`src/rtl/lap_pkg.sv`:
```
// Shared types for the stopwatch lap controller: FSM states, stored word width
// and the command priority encoder.
package lap_pkg;

   localparam int unsigned DATA_W = 16;

   typedef enum logic [2:0] {
      S_IDLE,
      S_WR,
      S_RD,
      S_RDW,
      S_CLR
   } lap_state_e;

   typedef enum logic [2:0] {
      CMD_NONE,
      CMD_CLEAR,
      CMD_LAP,
      CMD_NEXT,
      CMD_PREV
   } lap_cmd_e;

   // Priority: clear > lap > next > prev; lower-priority pulses are dropped.
   function automatic lap_cmd_e lap_cmd_sel(input logic clr, input logic lap,
                                            input logic nxt, input logic prv);
      lap_cmd_e sel;
      if (clr)      sel = CMD_CLEAR;
      else if (lap) sel = CMD_LAP;
      else if (nxt) sel = CMD_NEXT;
      else if (prv) sel = CMD_PREV;
      else          sel = CMD_NONE;
      return sel;
   endfunction

endpackage

```
`src/rtl/lap_addr_gen.sv`:
```
// Browse read address: slot (wr_ptr - 1 - idx) mod DEPTH, combinational.
// DEPTH is a power of two, so the wrap falls out of ADDR_W-bit arithmetic.
module lap_addr_gen #(
   parameter int unsigned ADDR_W = 4
) (
   input  logic [ADDR_W-1:0] wr_ptr_i,
   input  logic [ADDR_W-1:0] idx_i,
   output logic [ADDR_W-1:0] rd_adr_o
);

   // Newest lap sits one slot behind the write pointer.
   assign rd_adr_o = wr_ptr_i - ADDR_W'(1) - idx_i;

endmodule

```
`src/rtl/lap_ctrl.sv`:
```
// Lap memory sequencer: captures {minutes, seconds} into a circular buffer in
// a single-port BRAM, browses stored laps into the view registers and clears
// the whole memory on request.
// Build option: define LAP_CTRL_AUTO_VIEW_EN to show the newest lap right
// after every capture; by default a capture leaves the view untouched.
module lap_ctrl
   import lap_pkg::*;
#(
   parameter int unsigned DEPTH  = 16,
   parameter int unsigned ADDR_W = 4
) (
   input  logic              clk,
   input  logic              rst,
   input  logic              cmd_lap,
   input  logic              cmd_next,
   input  logic              cmd_prev,
   input  logic              cmd_clear,
   input  logic [7:0]        time_s,
   input  logic [7:0]        time_m,
   output logic              mem_we,
   output logic [ADDR_W-1:0] mem_adr,
   output logic [DATA_W-1:0] mem_wdata,
   input  logic [DATA_W-1:0] mem_rdata,
   output logic [7:0]        view_s,
   output logic [7:0]        view_m,
   output logic              view_valid,
   output logic [ADDR_W:0]   lap_count,
   output logic              full,
   output logic              busy
);

   localparam logic [ADDR_W:0]   DEPTH_L = (ADDR_W+1)'(DEPTH);
   localparam logic [ADDR_W-1:0] LAST_A  = ADDR_W'(DEPTH - 1);

   lap_state_e        state_q;
   logic [ADDR_W-1:0] wr_ptr_q;
   logic [ADDR_W-1:0] view_idx_q;
   logic [ADDR_W-1:0] clr_cnt_q;
   logic [ADDR_W-1:0] mem_adr_q;
   logic [ADDR_W:0]   lap_count_q;
   logic              full_q;
   logic              mem_we_q;
   logic              view_valid_q;
   logic              pend_lap_q;
   logic              pend_clr_q;
   logic [DATA_W-1:0] mem_wdata_q;
   logic [DATA_W-1:0] pend_word_q;
   logic [7:0]        view_s_q;
   logic [7:0]        view_m_q;

   lap_cmd_e          cmd_c;
   logic              next_ok_c;
   logic              prev_ok_c;
   logic [ADDR_W-1:0] rd_idx_c;
   logic [ADDR_W-1:0] rd_adr_c;
   logic [DATA_W-1:0] lap_word_c;

   // Command selection in IDLE; pending commands merge with fresh pulses.
   always_comb begin
      cmd_c      = lap_cmd_sel(pend_clr_q | cmd_clear, pend_lap_q | cmd_lap,
                               cmd_next, cmd_prev);
      next_ok_c  = (({1'b0, view_idx_q} + (ADDR_W+1)'(1)) < lap_count_q);
      prev_ok_c  = (view_idx_q != '0);
      lap_word_c = pend_lap_q ? pend_word_q : {time_m, time_s};
      rd_idx_c   = view_idx_q;
      if (cmd_c == CMD_NEXT)      rd_idx_c = view_idx_q + ADDR_W'(1);
      else if (cmd_c == CMD_PREV) rd_idx_c = view_idx_q - ADDR_W'(1);
   end

   lap_addr_gen #(
      .ADDR_W (ADDR_W)
   ) u_addr_gen (
      .wr_ptr_i (wr_ptr_q),
      .idx_i    (rd_idx_c),
      .rd_adr_o (rd_adr_c)
   );

   // Sequencer FSM with registered BRAM port and view outputs.
   always_ff @(posedge clk) begin
      if (rst) begin
         state_q      <= S_IDLE;
         wr_ptr_q     <= '0;
         view_idx_q   <= '0;
         clr_cnt_q    <= '0;
         mem_adr_q    <= '0;
         lap_count_q  <= '0;
         full_q       <= 1'b0;
         mem_we_q     <= 1'b0;
         view_valid_q <= 1'b0;
         pend_lap_q   <= 1'b0;
         pend_clr_q   <= 1'b0;
         mem_wdata_q  <= '0;
         pend_word_q  <= '0;
         view_s_q     <= '0;
         view_m_q     <= '0;
      end else begin
         mem_we_q <= 1'b0;

         // Hold lap/clear pulses that arrive while a sequence is running.
         if (state_q != S_IDLE) begin
            if (cmd_clear) pend_clr_q <= 1'b1;
            if (cmd_lap && !pend_lap_q) begin
               pend_lap_q  <= 1'b1;
               pend_word_q <= {time_m, time_s};
            end
         end

         case (state_q)
            S_IDLE: begin
               case (cmd_c)
                  CMD_CLEAR: begin
                     pend_clr_q  <= 1'b0;
                     clr_cnt_q   <= '0;
                     mem_we_q    <= 1'b1;
                     mem_adr_q   <= '0;
                     mem_wdata_q <= '0;
                     state_q     <= S_CLR;
                  end
                  CMD_LAP: begin
                     pend_lap_q  <= 1'b0;
                     mem_we_q    <= 1'b1;
                     mem_adr_q   <= wr_ptr_q;
                     mem_wdata_q <= lap_word_c;
                     state_q     <= S_WR;
                  end
                  CMD_NEXT: begin
                     if (next_ok_c) begin
                        view_idx_q <= rd_idx_c;
                        mem_adr_q  <= rd_adr_c;
                        state_q    <= S_RD;
                     end
                  end
                  CMD_PREV: begin
                     if (prev_ok_c) begin
                        view_idx_q <= rd_idx_c;
                        mem_adr_q  <= rd_adr_c;
                        state_q    <= S_RD;
                     end
                  end
                  default: ;
               endcase
            end

            S_WR: begin
               wr_ptr_q <= wr_ptr_q + ADDR_W'(1);
               if (lap_count_q != DEPTH_L) begin
                  lap_count_q <= lap_count_q + (ADDR_W+1)'(1);
                  full_q      <= (lap_count_q == (DEPTH_L - (ADDR_W+1)'(1)));
               end
`ifdef LAP_CTRL_AUTO_VIEW_EN
               // mem_adr already points at the slot just written: the newest lap.
               view_idx_q <= '0;
               state_q    <= S_RD;
`else
               // Keep the displayed lap fixed while the newest index shifts.
               if (view_valid_q && (lap_count_q != DEPTH_L))
                  view_idx_q <= view_idx_q + ADDR_W'(1);
               state_q <= S_IDLE;
`endif
            end

            S_RD: begin
               state_q <= S_RDW;
            end

            S_RDW: begin
               view_m_q     <= mem_rdata[DATA_W-1 -: 8];
               view_s_q     <= mem_rdata[7:0];
               view_valid_q <= 1'b1;
               state_q      <= S_IDLE;
            end

            S_CLR: begin
               if (clr_cnt_q == LAST_A) begin
                  wr_ptr_q     <= '0;
                  lap_count_q  <= '0;
                  full_q       <= 1'b0;
                  view_idx_q   <= '0;
                  view_valid_q <= 1'b0;
                  view_s_q     <= '0;
                  view_m_q     <= '0;
                  mem_adr_q    <= '0;
                  state_q      <= S_IDLE;
               end else begin
                  clr_cnt_q <= clr_cnt_q + ADDR_W'(1);
                  mem_adr_q <= clr_cnt_q + ADDR_W'(1);
                  mem_we_q  <= 1'b1;
               end
            end

            default: state_q <= S_IDLE;
         endcase
      end
   end

   assign mem_we     = mem_we_q;
   assign mem_adr    = mem_adr_q;
   assign mem_wdata  = mem_wdata_q;
   assign view_s     = view_s_q;
   assign view_m     = view_m_q;
   assign view_valid = view_valid_q;
   assign lap_count  = lap_count_q;
   assign full       = full_q;
   assign busy       = (state_q != S_IDLE);

endmodule
```
`config.mk`:
```
export PLATFORM = sky130hd
export DESIGN_NAME = lap_ctrl
export DESIGN_NICKNAME = d
export VERILOG_FILES = /design/src/rtl/lap_pkg.sv /design/src/rtl/lap_addr_gen.sv /design/src/rtl/lap_ctrl.sv
export SDC_FILE = /design/constraint.sdc
export NUM_CORES = 1
export LEC_CHECK = 0
export CAP_MARGIN = 20
export CORE_AREA = 2 2 107 109
export CTS_CLUSTER_SIZE = 30
export DETAILED_ROUTE_END_ITERATION = 12
export DIE_AREA = 0 0 109 111
export PLACE_DENSITY_LB_ADDON = 0.3
export RECOVER_POWER = 100
export SLEW_MARGIN = 20
export SYNTH_ARGS = -nofsm -noshare
export SYNTH_HDL_FRONTEND = slang
export SYNTH_SLANG_ARGS = --single-unit
```
`constraint.sdc`:
```
create_clock -name clk -period 2.5 [get_ports clk]
set_clock_uncertainty 0.1 [all_clocks]
set_input_delay 0.375 -clock clk [delete_from_list [all_inputs] [get_ports clk]]
set_output_delay 0.375 -clock clk [all_outputs]
set_load 0.05 [all_outputs]
```
# After elaboration in Yosys (flattened, before gate mapping)
# Cells that the tools add are included.
# word_totals
reg_bits	77
out_inout_bits	45
input_bits	38
# op_classes
muxes	49
reduce_logical	21
n_addsub	8
n_eq_ne	20
bitwise	2
n_lt_le_gt_ge	1
# op_table
cell	count
$mux W4	11
$pmux W16 S2	1
$pmux W4 S2	4
$pmux W8 S2	2
$mux W3	7
$mux W16	1
$pmux W4 S4	1
$add A4 B1 Y4 const B	3
$eq A3 B2 Y1 const B	4
$mux W1	12
$pmux W3 S4	1
$pmux W4 S3	1
$mux W5	2
$pmux W5 S2	1
$ne A3 B3 Y1 const B	3
$pmux W3 S3	1
$mux W8	1
$ne A2 B2 Y1 const B	4
$reduce_and A2 Y1	4
$reduce_and A4 Y1	2
$reduce_bool A2 Y1	4
$sub A4 B1 Y4 const B	2
$eq A3 B1 Y1 const B	2
$eq A3 B3 Y1 const B	2
19 further kinds	25

# Logic depth before layout (Yosys ltp)
# Gate-level depths: netlist (run 1).
# depth
word_depth	11
mapped_depth	12
ltp_nobuf	12

# Cells and area by module
# A second synthesis (run 1) with hierarchy kept.
# hier_totals
hier_cells	423
area_unflattened_um2	3703.6
# modules_own_cells
module	area_per_inst_um2	cells_per_inst	seq_area_each_um2	n_inst
lap_ctrl	3580.9	408	1541.5	1
lap_addr_gen	122.6	15	0.0	1

# Least setup slack after synthesis (run 1)
# Ideal clock, no wire load.
# synth_timing
kind	reg2reg
start	reg view_idx_q[0]
end	reg mem_adr_q[3], in the netlist mem_adr[3]
t_arrival_ns	2.483
stages_incl_launch_ff	12
setup_slack_ns	-0.234
required_ns	2.249
path_cell_list	dfxtp_1 > inv_1 > ha_1 > o21ai_0 > a22o_1 > inv_1 > ha_1 > a21o_2 > a21oi_1 > xnor3_1 > a221oi_2 > a311oi_1
# synth_via
elab_chain_len	7
# synth_rtl
element	line	text
start: declaration	lap_ctrl.sv:37	logic [ADDR_W-1:0] view_idx_q;
start signal: assignment	lap_ctrl.sv:128	view_idx_q <= rd_idx_c;
start signal: assignment	lap_ctrl.sv:135	view_idx_q <= rd_idx_c;
start signal: assignment	lap_ctrl.sv:157	view_idx_q <= view_idx_q + ADDR_W'(1);
$sub A4 B1 Y4	lap_ctrl.sv:67	else if (cmd_c == CMD_PREV) rd_idx_c = view_idx_q - ADDR_W'(1);
$mux W4	lap_ctrl.sv:67	
$mux W4	lap_ctrl.sv:66	if (cmd_c == CMD_NEXT) rd_idx_c = view_idx_q + ADDR_W'(1);
$sub A4 B4 Y4	lap_addr_gen.sv:12	assign rd_adr_o = wr_ptr_i - ADDR_W'(1) - idx_i;
$mux W4, on equally long branches	lap_ctrl.sv:134, lap_ctrl.sv:127	
$pmux W4 S4	lap_ctrl.sv:110	case (cmd_c)
$pmux W4 S2	lap_ctrl.sv:108	case (state_q)
end signal: assignment	lap_ctrl.sv:122	mem_adr_q <= wr_ptr_q;
end signal: assignment	lap_ctrl.sv:129	mem_adr_q <= rd_adr_c;
end signal: assignment	lap_ctrl.sv:136	mem_adr_q <= rd_adr_c;
end: declaration	lap_ctrl.sv:39	logic [ADDR_W-1:0] mem_adr_q;
# Several ways; a longest one is shown, not always the timed one. The select of a mux whose other input is x is not followed.
# A chain may end at the register's enable or synchronous reset.

# Worst setup path after layout (run 1)
# layout_timing
start	reg view_idx_q[1]
end	reg mem_adr_q[1], in the netlist mem_adr[1]
# The elaborated chain is that of the path after synthesis.

==> summary.txt, run 1 <==
Outcome
  – Status: complete, but fails checks
  – Failing checks: negative setup slack

Power
  – NetSw: 1170 µW
  – P_leak: 0.00223 µW
  – Combinational share of power: 28.3%
  – Switch share: 32.3%
  – Pwr dens: 665 nW/µm²
  – P_int: 2460 µW
  – Sequential power share: 37.6%
  – Clk pwr share: 34.1%
  – Max VDD drop: 0.376 mV

Critical path
  – Stages on the worst setup path: 9
  – Slowest cell on the critical path: or4_4
  – Launching point of the worst reg2reg path: view_idx_q[1]
  – Reg-to-reg endpoint: mem_adr[1]
  – Crit path DAT: 2.62 ns
  – Crit path cell chain: inv_4, ha_4, buf_4, ha_2, or4_4, a2bb2oi_4, and4_4, nor4_4, nor3_1
  – Kind of critical path: flip-flop to flip-flop
  – Setup crit start: view_idx_q[1]
  – Critical Path Start Type: flip-flop
  – FF-to-FF setup slack: -0.03 ns
  – Crit-path leading delay family: simple AND/OR/NAND/NOR gates
  – Buf+Inv Stages, Crit Path: 2
  – CP required: 2.59 ns
  – Largest fanout on the critical path: 4
  – CP endpoint kind: flip-flop
  – Worst reg2reg path depth: 9
  – Slowest stage delay, CP: 0.55 ns

Clock tree
  – CTS tree: done
  – H-tree Lvls: 3
  – CTS sink count: 77
  – Root buffer cell: clkbuf_16
  – Clock latency at the later pin of the worst-skew pair: 0.33 ns
  – Clock transition at the registers of the reported paths: 0.06 ns
  – Deepest clock path buffer count: 2
  – CTS buffer count: 9

Timing
  – Final setup vio count: 1
  – Period minus WS final: 2.53 ns
  – Final Hold Fails: 0
  – RSZ-0062 raised after global routing: true
  – Slew Viols, Final: 0
  – Worst-Margin Slew: 0.884 ns
  – Max Clk Rate: 396 MHz
  – Slew HR: 41.1%
  – Worst setup margin: -0.0256 ns
  – Final period util: 101%

Logic synthesis
  – Post-synthesis sequential area ratio: 41.0%
  – Ys async rst share: 0%
  – Post-Synth Simple-Gate Area: 18.1%
  – Post-synthesis adder-cell area fraction: 5.52%
  – Post-synth EDFFs: 0
  – Main combinational cell family by area after synthesis: compound AO/OA/AOI/OAI gates
  – Area leader, netlist: dfxtp_1
  – Ys Warns: 0
  – Post-Synth XOR/XNOR Area: 3.16%
  – Cell variety after synth: 64
  – Top post-synthesis cells by count: 77 x dfxtp_1, 45 x nand2_1, 42 x a21oi_1, 41 x nor2_1, 20 x a22oi_1
  – Most frequent cell after synthesis: dfxtp_1
  – Top post-synthesis cells by area: dfxtp_1 41%, a21oi_1 5.6%, ha_1 5.0%
  – Seq cells post-synth: 77
  – Mapped Nets: 471
  – Mux cell area share after synthesis: 5.05%
  – Syn Inst Count: 417
  – Compound-gate portion of the synthesized area: 22.0%
  – Top FF cell, synth: dfxtp_1
  – Post-synth top area share: 41.0%
  – Syn_area_per_cell: 9.02 µm²
  – Synth Cell Area: 3760 µm²

Global route
  – First-pass GRT wire length: 17400 µm
  – Largest net degree at the start of global routing: 56
  – Vias in the first global route: 3609
  – Initial antenna violation count: 0
  – Total grt overflow: 0
  – Total GRT Usage: 18.0%

Detailed routing
  – DRT iter0 DRCs: 152
  – Final ANT Viol Nets: 0
  – Post-DR vias/cell: 5.10
  – Via count: 3516
  – Avg WL per Cell: 15.5 µm
  – Total routed wirelength: 10700 µm
  – DRC: 0
  – DR pass1 iterations: 5

Placement
  – Post-Place Worst Slack: -0.559 ns
  – Port Buffers: 82
  – Placed Area: 4960 µm²
  – RePlAce Congestion: 0.888
  – DPL Wire Length: 7610 µm

Floorplan
  – Core area: 11100 µm²
  – Die width: 109 µm
  – Row cnt: 39
  – Die Y: 111 µm
  – Area of the die: 12100 µm²
  – Initial Utilization: 34.0%
  – # IOs: 83

Finish
  – P&R area growth vs syn: 45.3%
  – Cell area after layout: 5470 µm²
  – Fill count: 1016
  – Multi-input logic area: 2170 µm²
  – NumNets Final: 596
  – Ant diodes: 0
  – Sequential cell area: 1550 µm²
  – Share of cells above drive strength 1: 23.9%

Hold path
  – HP Start: rst
  – Hold EP: view_idx_q[2]
  – Hold/Removal Path Class: primary input to flip-flop
  – Worst hold stages: 3

Run
  – Max-cap violations: 0
state kept, by name (all words and copies together) (netlist names):
name / flops
mem_wdata: 16
mem_adr: 4
pend_clr_q: 1
clr_cnt_q: 4
full: 1
view_s: 8
pend_word_q: 16
pend_lap_q: 1
view_idx_q: 4
wr_ptr_q: 4
lap_count: 5
mem_we: 1
state_q: 3
view_m: 8
view_valid: 1
cell type report:
cell class                      instances  share of cell area [%]
Multi-Input combinational cell        302                    39.7
Sequential cell                        77                    28.4
Timing Repair Buffer                  138                    22.5
Clock buffer                           10                    4.37
Tap cell                              143                    3.27
Inverter                               14                    1.01
Clock inverter                          6                   0.847
cell families after synthesis:
logic type / Yosys count
and+or+nand+nor: 139
AOI/OAI and AO/OA: 118
DFF: 77
buffers and inverters: 38
muxes: 17
adders and majority gates: 16
xor gates and xnor gates: 12
worst min-delay path, delay by kind of cell:
family	cells	cell delay, ns
AOI/OAI and AO/OA	1	0.13
buffers and inverters	2	0.19
metal layers:
layer / up-vias / GRT usage (%) / wire length, µm
li1: 1759 / - / -
met1: 1644 / 22.8 / 4630
met2: 100 / 30.1 / 5190
met3: 13 / 5.17 / 738
met4: 0 / 4.10 / 126
met5: - / 0 / 0
power by group through the flow:
| stage | combinational (µW) | clock (µW) | sequential, µW |
|---|---|---|---|
| floorplan | 473 | 0 | 1490 |
| global placement | 922 | 0 | 1390 |
| detailed placement | 928 | 0 | 1390 |
| CTS | 995 | 1270 | 1360 |
| global route | 1110 | 1320 | 1370 |
| finish | 1030 | 1240 | 1370 |
through the flow:
step	instances	power (µW)	util (%)	hold WS [ns]	TNS, ns
finish	690	3640	49.4	0.309	-0.0256
floorplan	417	1960	-	0.333	-0.0736
global placement	661	2310	44.7	0.339	-2.35
CTS	689	3630	48.5	0.296	-0.0614
global route	690	3810	49.4	0.312	-0.446
detailed placement	661	2320	44.7	0.343	-3.28
placed cells by master, fill, tap and decap left out, types with 12 or more instances in the layout:
cell,instances
nand2_1,44
clkdlybuf4s50_1,32
inv_1,12
dfxtp_1,74
buf_4,51
a22o_1,17
a21oi_1,39
mux2_2,16
nor2_1,40
dlygate4sd3_1,44
a22oi_1,20
timing repair:
action,4_1_cts,5_1_grt
endpoints found under the setup margin,5,9
hold buffers,0,0
pin swaps,12,8
buffers inserted,12,1
resized for setup,19,25
worst max path at each step:
stage	end
3_5_place_dp	mem_adr[3]
4_1_cts	mem_adr[3]
6_report	mem_adr[1]
5_1_grt	mem_adr[3]
2_1_floorplan	mem_adr[3]
3_3_place_gp	mem_adr[3]
No activity file was read; power rests on OpenSTA's default activity.
==> run 2, diff against run 1 <==
PLACE_DENSITY_LB_ADDON = not set   (was 0.3)
==> summary.txt, run 2 (same netlist as run 1, synthesis figures left out) <==
Power
  – Switch share: 30.4%
  – NetSw: 1150 µW
  – Max VDD drop: 0.358 mV
  – Clk pwr share: 36.7%
  – P_int: 2630 µW
  – Sequential power share: 36.1%
  – Combinational share of power: 27.2%
  – Pwr dens: 691 nW/µm²
  – P_leak: 0.00222 µW

Outcome
  – Status: complete, but fails checks
  – Failing checks: negative setup slack

Clock tree
  – H-tree Lvls: 3
  – Root buffer cell: clkbuf_16
  – CTS buffer count: 9
  – Deepest clock path buffer count: 2
  – Clock transition at the registers of the reported paths: 0.06 ns
  – Clock latency at the later pin of the worst-skew pair: 0.33 ns
  – Hold buffer count at CTS: 0
  – CTS sink count: 77
  – CTS tree: done

Detailed routing
  – Total routed wirelength: 10800 µm
  – Final ANT Viol Nets: 0
  – DRC: 0
  – Post-DR vias/cell: 5.19
  – DRT iter0 DRCs: 151
  – Via count: 3543
  – DR pass1 iterations: 4
  – Avg WL per Cell: 15.7 µm

Placement
  – Port Buffers: 82
  – Post-Place Worst Slack: -0.553 ns
  – Placed Area: 4960 µm²
  – DPL Wire Length: 7680 µm
  – RePlAce Congestion: 0.946

Critical path
  – FF-to-FF setup slack: -0.009 ns
  – CP endpoint kind: flip-flop
  – Slowest stage delay, CP: 0.55 ns
  – Slowest cell on the critical path: or4_4
  – Kind of critical path: flip-flop to flip-flop
  – Crit path cell chain: buf_6, nand3_4, xnor2_2, ha_2, or4_4, o2bb2ai_2, o211ai_1, o311ai_1, o31ai_1
  – Largest fanout on the critical path: 4
  – Critical Path Start Type: flip-flop
  – CP required: 2.60 ns
  – Crit path DAT: 2.61 ns

Finish
  – Share of cells above drive strength 1: 22.2%
  – Cell area after layout: 5460 µm²
  – Commonest cells after routing, fill and taps aside: 74 x dfxtp_1, 45 x buf_4, 44 x nand2_1, 44 x dlygate4sd3_1, 41 x a21oi_1
  – Ant diodes: 0
  – NumNets Final: 590
  – Commonest non-fill, non-tap cell in the layout: dfxtp_1
  – P&R area growth vs syn: 45.2%

Global route
  – Vias in the first global route: 3527
  – First-pass GRT wire length: 17300 µm
  – Initial antenna violation count: 0
  – Total grt overflow: 0
  – Total GRT Usage: 18.3%
  – Largest net degree at the start of global routing: 56

Floorplan
  – Row cnt: 39
  – Core area: 11100 µm²
  – # IOs: 83
  – Area of the die: 12100 µm²
  – Die Y: 111 µm
  – Die width: 109 µm
  – Initial Utilization: 34.0%

Timing
  – Final setup vio count: 2
  – Slew HR: 51.0%
  – Worst setup margin: -0.00933 ns
  – Final period util: 100%
  – Final Hold Fails: 0
  – Period minus WS final: 2.51 ns
  – RSZ-0062 raised after global routing: true
  – Worst-Margin Slew: 0.734 ns
  – Slew Viols, Final: 0
  – Max Clk Rate: 399 MHz

Run
  – Max-cap violations: 0

Hold path
  – Hold/Removal Path Class: primary input to flip-flop
run 2: changes by cell type in the layout (fill, tap and decap cells not counted), sizes merged:
cell           previous run  this run
buf                      55        49
bufinv                    0         2
clkbuf                   14        13
clkdlybuf4s50            32        33
clkinv                    3         1
clkinvlp                  2         1
run 2: worst max-delay path, delay by kind of cell, from the launching register on:
| kind | cells | cell delay [ns] |
|---|---|---|
| AO/OA/AOI/OAI | 4 | 0.79 |
| buffers and inverters | 1 | 0.11 |
| flip-flops | 1 | 0.38 |
| XOR/XNOR | 1 | 0.16 |
| AND/OR/NAND/NOR | 2 | 0.62 |
| adder cells (fa/ha/maj) | 1 | 0.21 |
run 2: repair_timing:
item / 4_1_cts / 5_1_grt
buffers inserted: 1 / 6
endpoints found under the setup margin: 8 / 9
gates resized for setup: 14 / 25
pin swaps: 3 / 14
run 2: metal layers:
metal	vias to the layer above	part of all wire, %	global-route usage (%)
met4	0	1.9	8.38
met2	112	48	29.5
met5	-	0	0
met3	17	6.4	5.64
li1	1744	-	-
met1	1670	44	21.9
run 2: per-stage QoR:
| step | hold slack [ns] | instances | power (µW) | utilization [%] | TNS (ns) |
|---|---|---|---|---|---|
| CTS | 0.275 | 677 | 3790 | 48.2 | -0.0205 |
| global route | 0.306 | 683 | 3960 | 49.3 | -0.560 |
| floorplan | 0.333 | 417 | 1960 | - | -0.0736 |
| detailed placement | 0.347 | 661 | 2330 | 44.8 | -1.66 |
| finish | 0.306 | 683 | 3770 | 49.3 | -0.0176 |
| global placement | 0.338 | 661 | 2330 | 44.7 | -3.41 |
run 2: worst paths after layout:
check,startpoint,endpoint,cells after the start
setup reg to reg,view_idx_q[0],view_idx_q[3],9
setup / recovery,view_idx_q[0],view_idx_q[3],9
hold reg to reg,pend_word_q[12],pend_word_q[12],2
hold / removal,rst,view_idx_q[2],3
run 2: final cells by class:
cell class / count / area (µm²)
Clock buffer: 10 / 229
Clock inverter: 5 / 85.1
Fill cell: 1034 / 5620
Inverter: 14 / 52.6
Multi-Input combinational cell: 302 / 2170
Sequential cell: 77 / 1550
Tap cell: 143 / 179
Timing Repair Buffer: 132 / 1190
run 2: power groups by stage:
stage,logic [µW],clock network (µW),registers [µW]
after floorplan,473,0,1490
after global placement,942,0,1380
after detailed placement,947,0,1390
after CTS,994,1430,1360
after global routing,1110,1480,1370
final,1030,1390,1360
==> run 3, diff against run 2 <==
SLEW_MARGIN = not set   (was 20)
==> summary.txt, run 3 (same netlist as run 1, synthesis figures left out) <==
Placement
  – Port Buffers: 82
  – DPL Wire Length: 7730 µm
  – RePlAce Congestion: 0.946
  – Post-Place Worst Slack: -0.582 ns

Critical path
  – Launching point of the worst reg2reg path: view_idx_q[1]
  – Worst reg2reg path depth: 9
  – Slowest stage delay, CP: 0.46 ns
  – Worst Setup EP: mem_adr[3]
  – Stages on the worst setup path: 11
  – Crit path cell chain: clkdlybuf4s50_1, or2_4, nand2_4, a22o_1, inv_1, ha_1, a21o_2, a21oi_2, xnor3_1, a221oi_2, a311oi_1
  – Buf+Inv Stages, Crit Path: 2
  – Largest fanout on the critical path: 4
  – Setup crit start: cmd_prev
  – FF-to-FF setup slack: -0.01 ns
  – Critical Path Start Type: primary input
  – CP required: 2.56 ns
  – CP endpoint kind: flip-flop
  – Crit path DAT: 2.58 ns
  – Crit-path leading delay family: compound AO/OA/AOI/OAI gates
  – Kind of critical path: primary input to flip-flop
  – Slowest cell on the critical path: clkdlybuf4s50_1
  – Reg-to-reg endpoint: mem_adr[1]

Finish
  – Commonest non-fill, non-tap cell in the layout: dfxtp_1
  – Sequential cell area: 1550 µm²
  – Commonest cells after routing, fill and taps aside: 74 x dfxtp_1, 44 x nand2_1, 44 x dlygate4sd3_1
  – NumNets Final: 588
  – Final Util: 48.6%
  – Fill count: 1061
  – P&R area growth vs syn: 43.1%
  – Multi-input logic area: 2160 µm²
  – Share of cells above drive strength 1: 21.2%
  – Ant diodes: 0

Detailed routing
  – Post-DR vias/cell: 5.13
  – DRT iter0 DRCs: 174
  – Total routed wirelength: 10600 µm
  – DR pass1 iterations: 4
  – Final ANT Viol Nets: 0
  – DRC: 0
  – Via count: 3490
  – Avg WL per Cell: 15.6 µm

Run
  – Max-cap violations: 0

Floorplan
  – Area of the die: 12100 µm²
  – Die Y: 111 µm
  – Initial Utilization: 34.0%
  – # IOs: 83
  – Core area: 11100 µm²
  – Die width: 109 µm
  – Row cnt: 39

Timing
  – Final period util: 101%
  – Final setup vio count: 2
  – Hold Slack: 0.286 ns
  – Worst-Margin Slew: 0.776 ns
  – Worst setup margin: -0.0145 ns
  – Slew Viols, Final: 0
  – TNS Setup: -0.0230 ns
  – Final Hold Fails: 0
  – Slew HR: 48.3%
  – Max Clk Rate: 398 MHz
  – RSZ-0062 raised after global routing: true
  – Period minus WS final: 2.51 ns

Clock tree
  – Clock latency at the later pin of the worst-skew pair: 0.33 ns
  – CTS buffer count: 9
  – Clock transition at the registers of the reported paths: 0.06 ns
  – CTS tree: done
  – Deepest clock path buffer count: 2
  – H-tree Lvls: 3
  – Root buffer cell: clkbuf_16
  – CTS sink count: 77

Global route
  – First-pass GRT wire length: 17300 µm
  – Largest net degree at the start of global routing: 56
  – Total GRT Usage: 18.2%
  – Initial antenna violation count: 0
  – Total grt overflow: 0
  – Vias in the first global route: 3503

Hold path
  – Hold/Removal Path Class: primary input to flip-flop
  – HP Start: rst

Power
  – P_leak: 0.00220 µW
  – Pwr dens: 678 nW/µm²
  – Max VDD drop: 0.393 mV

Outcome
  – Failing checks: negative setup slack
  – Status: complete, but fails checks
-- run 3: changes by cell type in the layout (fill, tap and decap cells not counted), sizes merged --
cell,before,now
dlygate4sd2,3,2
clkdlybuf4s15,0,1
inv,15,14
clkinv,1,4
buf,49,45
bufinv,2,1
clkinvlp,1,0
clkbuf,13,14
-- run 3: worst min-delay path, stage by stage --
cell     delay, ns
buf_2         0.09
inv_1         0.08
o221a_2       0.13
-- run 3: timing repair --
| item | in CTS | in global routing |
|---|---|---|
| setup buffers | 0 | 3 |
| pin swaps | 2 | 17 |
| setup endpoints to repair | 8 | 9 |
| hold buffers | 0 | 0 |
| gates resized for setup | 14 | 23 |
-- run 3: worst min path at each step --
stage	end	slack, ns	cells past startpoint
final	view_idx_q[2]	0.29	3
after detailed placement	pend_word_q[5]	0.35	2
after CTS	view_idx_q[2]	0.29	3
after global placement	pend_word_q[8]	0.34	2
after floorplan	pend_word_q[0]	0.33	2
after global routing	view_idx_q[2]	0.29	3
-- run 3: layout make-up --
cell class | count | area share [%]
Inverter | 14 | 1.02
Timing Repair Buffer | 130 | 21.7
Clock buffer | 9 | 4.18
Sequential cell | 77 | 28.7
Clock inverter | 5 | 1.00
Tap cell | 143 | 3.32
Multi-Input combinational cell | 302 | 40.1
-- run 3: stage by stage --
step           std cells  power (µW)  area [µm²]
5_1_grt              680        3830        5380
6_report             680        3650        5380
3_3_place_gp         661        2330        4960
3_5_place_dp         662        2340        4960
4_1_cts              676        3640        5300
2_1_floorplan        417        1960        3770
-- run 3: routing by layer --
layer | track usage, % | vias up | share of wire, %
met5 | 0 | - | 0
met4 | 5.21 | 0 | 2.2
met3 | 5.53 | 20 | 6.2
met2 | 29.9 | 90 | 48
met1 | 22.7 | 1639 | 44
li1 | - | 1741 | -
-- run 3: power by group --
part           total, µW  switching, µW  internal, µW
sequential          1360           62.0          1300
clock               1250            495           758
combinational       1030            576           458
total               3650           1130          2520
